## config.mk

```make
export PLATFORM = sky130hd
export DESIGN_NAME = mod_counter_flat
export DESIGN_NICKNAME = d
export VERILOG_FILES = /design/src/rtl/counter_pkg.sv /design/src/rtl/mod_counter_if.sv /design/src/rtl/tick_gen.sv /design/src/rtl/mod_counter.sv /design/src/flat_wrapper.sv
export SDC_FILE = /design/constraint.sdc
export NUM_CORES = 1
export LEC_CHECK = 0
export CAP_MARGIN = 20
export CORE_MARGIN = 10
export CORE_UTILIZATION = 27
export CTS_BUF_LIST = sky130_fd_sc_hd__clkbuf_2 sky130_fd_sc_hd__clkbuf_4 sky130_fd_sc_hd__clkbuf_8
export DETAILED_ROUTE_END_ITERATION = 16
export GPL_ROUTABILITY_DRIVEN = 0
export PLACE_DENSITY = 0.46
export SYNTH_ARGS = -nofsm -noshare
export SYNTH_HDL_FRONTEND = slang
export SYNTH_SLANG_ARGS = --single-unit
```

## constraint.sdc

```tcl
create_clock -name clk -period 2.19 [get_ports clk]
set_clock_uncertainty 0.05 [all_clocks]
set_input_delay 0.438 -clock clk [delete_from_list [all_inputs] [get_ports clk]]
set_output_delay 0.438 -clock clk [all_outputs]
set_load 0.005 [all_outputs]
```

## src/rtl/counter_pkg.sv

```systemverilog
// Direction and boundary-mode encodings shared by the counter and timer blocks.
package counter_pkg;

  localparam logic DIR_UP    = 1'b1;
  localparam logic DIR_DN    = 1'b0;
  localparam logic MODE_WRAP = 1'b0;
  localparam logic MODE_SAT  = 1'b1;

endpackage

```

## src/rtl/mod_counter_if.sv

```systemverilog
// Control/status bundle of the modulo counter: the master drives the controls,
// the counter (slave) returns the count, terminal-count pulse and prescaler tick.
interface mod_counter_if #(
  parameter int WIDTH = 7
);

  logic             en;
  logic             up_dn;
  logic             clr;
  logic             load;
  logic [WIDTH-1:0] load_val;
  logic [WIDTH-1:0] cnt;
  logic             tc;
  logic             tick;

  modport master (
    output en, up_dn, clr, load, load_val,
    input  cnt, tc, tick
  );

  modport slave (
    input  en, up_dn, clr, load, load_val,
    output cnt, tc, tick
  );

endinterface

```

## src/rtl/tick_gen.sv

```systemverilog
// Prescaler producing a count tick every PRESCALE enabled cycles; restart
// (clear or load) returns it to the start of a period.
module tick_gen #(
  parameter int PRESCALE = 1
) (
  input  logic clk,
  input  logic rst_n,
  input  logic restart_i,
  input  logic en_i,
  output logic tick_o
);

  localparam int PW = (PRESCALE > 1) ? $clog2(PRESCALE) : 1;

  generate
    if (PRESCALE > 1) begin : g_pre
      localparam logic [PW-1:0] LAST_C = PW'(PRESCALE - 1);
      logic [PW-1:0] pre_q;
      logic [PW-1:0] pre_d;

      assign tick_o = en_i && (pre_q == LAST_C);

      // prescaler next state: restart beats tick, frozen while disabled
      always_comb begin
        pre_d = pre_q;
        if (restart_i) begin
          pre_d = {PW{1'b0}};
        end else if (tick_o) begin
          pre_d = {PW{1'b0}};
        end else if (en_i) begin
          pre_d = pre_q + PW'(1);
        end else begin
          pre_d = pre_q;
        end
      end

      // prescaler register with synchronous reset
      always_ff @(posedge clk) begin
        if (!rst_n) begin
          pre_q <= {PW{1'b0}};
        end else begin
          pre_q <= pre_d;
        end
      end
    end else begin : g_nopre
      logic unused_s;
      assign unused_s = &{1'b0, clk, rst_n, restart_i};
      assign tick_o   = en_i;
    end
  endgenerate

endmodule

```

## src/rtl/mod_counter.sv

```systemverilog
// Modulo-N up/down counter with clear, clamped parallel load, prescaled tick,
// wrap or saturate at the boundaries, and a registered terminal-count pulse.
module mod_counter
  import counter_pkg::*;
#(
  parameter int WIDTH    = 7,
  parameter int MAX_VAL  = 99,
  parameter int PRESCALE = 1,
  parameter int SATURATE = 0
) (
  input logic         clk,
  input logic         rst_n,
  mod_counter_if.slave bus
);

  localparam logic [WIDTH-1:0] MAX_C    = WIDTH'(MAX_VAL);
  localparam logic [WIDTH-1:0] ZERO_C   = {WIDTH{1'b0}};
  localparam logic [WIDTH-1:0] ONE_C    = WIDTH'(1);
  localparam logic             SAT_MODE = (SATURATE != 0) ? MODE_SAT : MODE_WRAP;

  logic [WIDTH-1:0] cnt_q;
  logic [WIDTH-1:0] cnt_d;
  logic             tc_q;
  logic             tc_d;
  logic             tick_s;
  logic             restart_s;
  logic             at_bound_s;

  function automatic logic [WIDTH-1:0] clamp_load(input logic [WIDTH-1:0] v);
    return (v > MAX_C) ? MAX_C : v;
  endfunction

  assign restart_s = bus.clr | bus.load;

  tick_gen #(
    .PRESCALE (PRESCALE)
  ) u_tick_gen (
    .clk       (clk),
    .rst_n     (rst_n),
    .restart_i (restart_s),
    .en_i      (bus.en),
    .tick_o    (tick_s)
  );

  assign at_bound_s = (bus.up_dn == DIR_UP) ? (cnt_q == MAX_C) : (cnt_q == ZERO_C);

  // next count: clear > load > tick; out-of-range values fall back to 0 going up
  always_comb begin
    cnt_d = cnt_q;
    tc_d  = 1'b0;
    if (bus.clr) begin
      cnt_d = ZERO_C;
    end else if (bus.load) begin
      cnt_d = clamp_load(bus.load_val);
    end else if (tick_s) begin
      tc_d = at_bound_s;
      if (bus.up_dn == DIR_UP) begin
        if (cnt_q == MAX_C) begin
          cnt_d = (SAT_MODE == MODE_SAT) ? MAX_C : ZERO_C;
        end else if (cnt_q > MAX_C) begin
          cnt_d = ZERO_C;
        end else begin
          cnt_d = cnt_q + ONE_C;
        end
      end else begin
        if (cnt_q == ZERO_C) begin
          cnt_d = (SAT_MODE == MODE_SAT) ? ZERO_C : MAX_C;
        end else begin
          cnt_d = cnt_q - ONE_C;
        end
      end
    end else begin
      cnt_d = cnt_q;
    end
  end

  // count and terminal-count registers with synchronous reset
  always_ff @(posedge clk) begin
    if (!rst_n) begin
      cnt_q <= ZERO_C;
      tc_q  <= 1'b0;
    end else begin
      cnt_q <= cnt_d;
      tc_q  <= tc_d;
    end
  end

  assign bus.cnt  = cnt_q;
  assign bus.tc   = tc_q;
  assign bus.tick = tick_s;

endmodule
```

## src/flat_wrapper.sv

```systemverilog
// flat-port wrapper written by rule: the top's interface ports become plain ports
module mod_counter_flat import counter_pkg::*;
#(
  parameter int WIDTH    = 7,
  parameter int MAX_VAL  = 99,
  parameter int PRESCALE = 1,
  parameter int SATURATE = 0
)
  (clk, rst_n, bus_en, bus_up_dn, bus_clr, bus_load, bus_load_val, bus_cnt, bus_tc, bus_tick);
  mod_counter_if #(.WIDTH(WIDTH)) bus_i ();
  input logic clk;
  input logic rst_n;
  input wire logic [$bits(bus_i.en)-1:0] bus_en;
  input wire logic [$bits(bus_i.up_dn)-1:0] bus_up_dn;
  input wire logic [$bits(bus_i.clr)-1:0] bus_clr;
  input wire logic [$bits(bus_i.load)-1:0] bus_load;
  input wire logic [$bits(bus_i.load_val)-1:0] bus_load_val;
  output wire logic [$bits(bus_i.cnt)-1:0] bus_cnt;
  output wire logic [$bits(bus_i.tc)-1:0] bus_tc;
  output wire logic [$bits(bus_i.tick)-1:0] bus_tick;
  assign bus_i.en = bus_en;
  assign bus_i.up_dn = bus_up_dn;
  assign bus_i.clr = bus_clr;
  assign bus_i.load = bus_load;
  assign bus_i.load_val = bus_load_val;
  assign bus_cnt = bus_i.cnt;
  assign bus_tc = bus_i.tc;
  assign bus_tick = bus_i.tick;
  mod_counter #(.WIDTH(WIDTH), .MAX_VAL(MAX_VAL), .PRESCALE(PRESCALE), .SATURATE(SATURATE)) u_core (.clk(clk), .rst_n(rst_n), .bus(bus_i));
endmodule
```

# Word level (Yosys, flattened, before mapping)
# Cells that the tools add are included.
# Widths: inputs -> output; s select.
[word_totals]
reg_bits = 8
elab_cells = 21
[op_classes]
n_addsub = 2
order_cmp = 2
eq_ne = 1
muxes = 8
bitwise_logic = 2
n_reduce_logical = 4
[ops]
columns = ["cell", "count"]
rows = [
  ["$mux 7", 7],
  ["$gt 7x7->1 const B", 2],
  ["$add 7x1->7 const B", 1],
  ["$eq 7x7->1 const B", 1],
  ["$logic_not 7->1", 1],
  ["$sub 7x1->7 const B", 1],
  ["$reduce_or 4->1", 1],
  ["$not 1->1", 2],
  ["$reduce_bool 2->1", 1],
  ["$reduce_or 2->1", 1],
  ["$mux 1", 1],
]

# Depth between registers and ports, before layout
[depth]
ltp_word = 6
depth_mapped = 7

# Cells and area by module
# A second synthesis with hierarchy kept.
[unflattened]
cells_unflattened = 109
area_unflattened_um2 = 824.5
[modules_own_cells]
columns = ["module", "n_inst", "cells_per_inst", "area_per_inst_um2", "seq_area_each_um2"]
rows = [
  ["mod_counter", 1, 108, 817.0, 160.2],
  ["tick_gen", 1, 1, 7.5, 0.0],
]

# Worst setup path after synthesis
# Ideal clock, no wire load.
[synth_timing]
path_kind = "register -> register"
startpoint = "register u_core.cnt_q[0], in the netlist u_core.bus.cnt[0]"
endpoint = "register u_core.cnt_q[4], in the netlist u_core.bus.cnt[4]"
setup_ns = 0.124
t_arrival_ns = 1.536
setup_slack_ns = 0.480
stages_incl_launch_ff = 7
cell_sequence = "dfxtp_1 -> clkbuf_1 -> inv_1 -> ha_1 -> or3b_1 -> a221oi_1 -> o21ai_1"
[synth_via]
elab_chain_cells = 6
elab_cells_between_ends = 11
classes_between = "add/sub: 2; order compare: 1; eq/ne: 1; mux: 6; reduce/logical: 1"
[synth_rtl]
columns = ["element", "line", "text"]
rows = [
  ["start: declaration", "mod_counter.sv:21", "logic [WIDTH-1:0] cnt_q;"],
  ["start signal: assignment", "mod_counter.sv:83", "cnt_q <= cnt_d;"],
  ["$add 7x1->7 / $gt 7x7->1 (equally long branches)", "mod_counter.sv:63, mod_counter.sv:60", ""],
  ["$mux 7", "mod_counter.sv:60", "end else if (cnt_q > MAX_C) begin"],
  ["$mux 7", "mod_counter.sv:58", "if (cnt_q == MAX_C) begin"],
  ["$mux 7 (*)", "mod_counter.sv:57", "if (bus.up_dn == DIR_UP) begin"],
  ["$mux 7 (*)", "mod_counter.sv:55", "end else if (tick_s) begin"],
  ["$mux 7 (*)", "mod_counter.sv:53", "end else if (bus.load) begin"],
]
# Every way passes the cells marked *; elsewhere a longest branch is shown, timed or not. The select of a mux whose other input is x is not followed.
# A chain may end at the register's enable or synchronous reset.

# Final worst setup path
[layout_timing]
startpoint = "register u_core.cnt_q[2], in the netlist u_core.bus.cnt[2]"
endpoint = "output bus_cnt[2]"
[layout_rtl]
columns = ["element", "line", "text"]
rows = [
  ["end: declaration", "flat_wrapper.sv:18", "output wire logic [$bits(bus_i.cnt)-1:0] bus_cnt;"],
]
# No word-level cell between the ends.

==> results.cfg <==
[floorplanning]
fp.dieH_microns = 74.63
row_count = 19
core_area_sq_um = 2805
dieWidth_microns = 74.63
start_util_pct = 28.72
ios = 22
dieArea_sq_um = 5570

[finish]
regArea_sq_um = 160.2
finalInstanceArea_sq_um = 1070
layout.nets = 144
n_antenna_cell = 0
drive_gt1_share_pct = 11.11
post-route-util_pct = 38.14
nFillCells = 302
area_growth_pct = 32.76
multi_input_area_sq_um = 578.1

[synthesis]
synth_area_leaders = dfxtp_1, ha_1, o21ai_0
synth_area_per_cell_sq_um = 7.674
synth_edf_count = 0
synth.most_common_cell = dfxtp_1
synth.top_cells.by_count = dfxtp_1, o21ai_0, inv_1, nand2_1, nor2_1
ys_seq_area_share_pct = 19.88
ys_warn_count = 0
syn-num-nets = 121
syn_area_sq_um = 805.8
post-synth-top-area-cell = dfxtp_1
syn_inst = 105
ys.flop_type = dfxtp_1
synth_top_area_share_pct = 19.88
synth_cell_types = 47
synth_async_sr_flop_share_pct = 0
ys_ff_latch = 8

[placed_design]
hpwl_mm = 2.096
port_buffers = 21
pre_cts_ws_ns = 0.2055
placed_cell_area_sq_um = 1047

[sta]
hold_ws_ns = 0.5936
layout_min_cycle_time_ns = 1.956
maxSlewViolCount = 0
slew_headroom_pct = 67.71
worst_slack_ns = 0.2338
min_period_over_period_pct = 89.33
rsz0062_at_grt = no
tns_ns = 0
setup_violations = 0
max_freq_mhz = 511.2
worst_pin_slew_ns = 0.4777
timing.final.hold_violations = 0

[setup_path]
arrival_ns = 1.47
r2r_cells = 5
worstSetupPathType = reg -> out
crit_path_end_kind = primary output
start_kind = flop
r2r-start = u_core.bus.cnt[1]
path_cells = clkdlybuf4s50_1
cp_top_family = flip-flops
worstReg2RegEnd = u_core.bus.cnt[4]
r2r_setup_slack_ns = 0.47
cp.buffers_inverters = 1
required_ns = 1.70
slowest_stage = dfxtp_1
crit_fanout = 12
slowest_delay_ns = 0.61

[cts]
h-tree-depth = 1
cts_hold_buf = 0
cts_made_buffers = 3
ctsRootBufferMaster = clkbuf_4
path_clk_slew_ns = 0.07
cts_tree = done
cts.path.max_buffers = 2
cts_setup_buffers = 0
clock_sinks = 8
ctsResizeCount = 0
clk_latency_ns = 0.27

[drt]
vias = 896
firstDrtPassIters = 5
drc = 0
drt-initial-drc-count = 39
drtAntennaViolNets = 0
wl_per_cell_microns = 17.25
avgViaCountPerCell = 5.707
wl_mm = 2.708

[min_path]
min_to = u_core.bus.cnt[0]
min_path_cells = 3
hold_path_class = reg -> reg
hp-start = u_core.bus.cnt[0]

[run]
drv_cap = 0

[outcome]
status = completed

[power]
pwr-share-clk_pct = 29.8
p_leak_nw = 0.3665
p_switching_mw = 0.1583
pwr-share-comb_pct = 33.2
p_per_area_nw_per_um2 = 423.0
power.internal_mw = 0.2942
p_sw_share_pct = 34.99
peakVddDrop_mv = 0.1662
power.share.sequential_pct = 37.0

[grt]
grt_pass1_wl_mm = 4.478
grt_usage_pct = 10.29
gr-total-overflow = 0
antenna_found_initial = 0
grt_max_degree = 13
grt_pass1_vias = 894
## cells by family after synthesis
logic type	after synthesis	share of synthesized area [%]
adder cells (fa/ha/maj)	3	4.659
AND/OR/NAND/NOR	39	30.59
flip-flops	8	19.88
AO/OA/AOI/OAI	41	36.49
buffers and inverters	14	8.384
## registers in the layout (all words and copies together), names as in the netlist
name / flops
u_core.bus.tc: 1
u_core.bus.cnt: 7
## cell usage in the layout (no fill, tap or decap), drive strengths merged, types with 2 or more instances in the layout
master / n
o21ai: 10
o31ai: 3
nor3: 4
o211ai: 2
a21o: 2
clkdlybuf4s50: 21
a22oi: 3
dfxtp: 8
ha: 3
clkbuf: 3
nor4: 2
or3b: 2
nor2: 6
nand3: 5
nor2b: 2
nor4b: 2
buf: 5
o2111ai: 2
a21oi: 5
a31oi: 3
inv: 6
nand4: 3
nand2: 6
## power groups by stage
stage	Sequential (mW)	Combinational (mW)	Clock, mW
final	0.167	0.150	0.135
after global routing	0.169	0.168	0.139
after CTS	0.167	0.150	0.133
after detailed placement	0.171	0.149	0
after global placement	0.171	0.151	0
after floorplan	0.164	0.0890	0
## worst max path at each step
stage / startpoint / to / slack [ns] / cells past startpoint
after floorplan: u_core.bus.cnt[0] / u_core.bus.cnt[4] / 0.48 / 6
after global placement: bus_load / u_core.bus.cnt[2] / 0.26 / 5
after detailed placement: bus_load / u_core.bus.cnt[2] / 0.21 / 5
after CTS: u_core.bus.cnt[2] / bus_cnt[2] / 0.24 / 1
after global routing: u_core.bus.cnt[2] / bus_cnt[2] / 0.17 / 1
final: u_core.bus.cnt[2] / bus_cnt[2] / 0.23 / 1
## metrics by stage
| stage | std cells | power (mW) |
|---|---|---|
| floorplan | 105 | 0.2534 |
| global placement | 154 | 0.3214 |
| detailed placement | 154 | 0.3198 |
| CTS | 157 | 0.4505 |
| global route | 157 | 0.4759 |
| finish | 157 | 0.4525 |
## area by class of cell
type / instances / area share (%)
sequential: 8 / 14.97
clock buffer: 3 / 2.105
inverter: 6 / 2.105
timing repair buffer: 26 / 23.16
multi-input combinational: 83 / 54.03
tap: 31 / 3.626
## per-layer routing
metal	wire length, microns	vias to the layer above	global-route usage (%)
met4	17	0	3.782
met2	1270	19	16.71
met5	0	-	0
met1	1290	421	13.04
met3	129	2	2.234
li1	-	454	-
No activity file was read; power rests on OpenSTA's default activity.
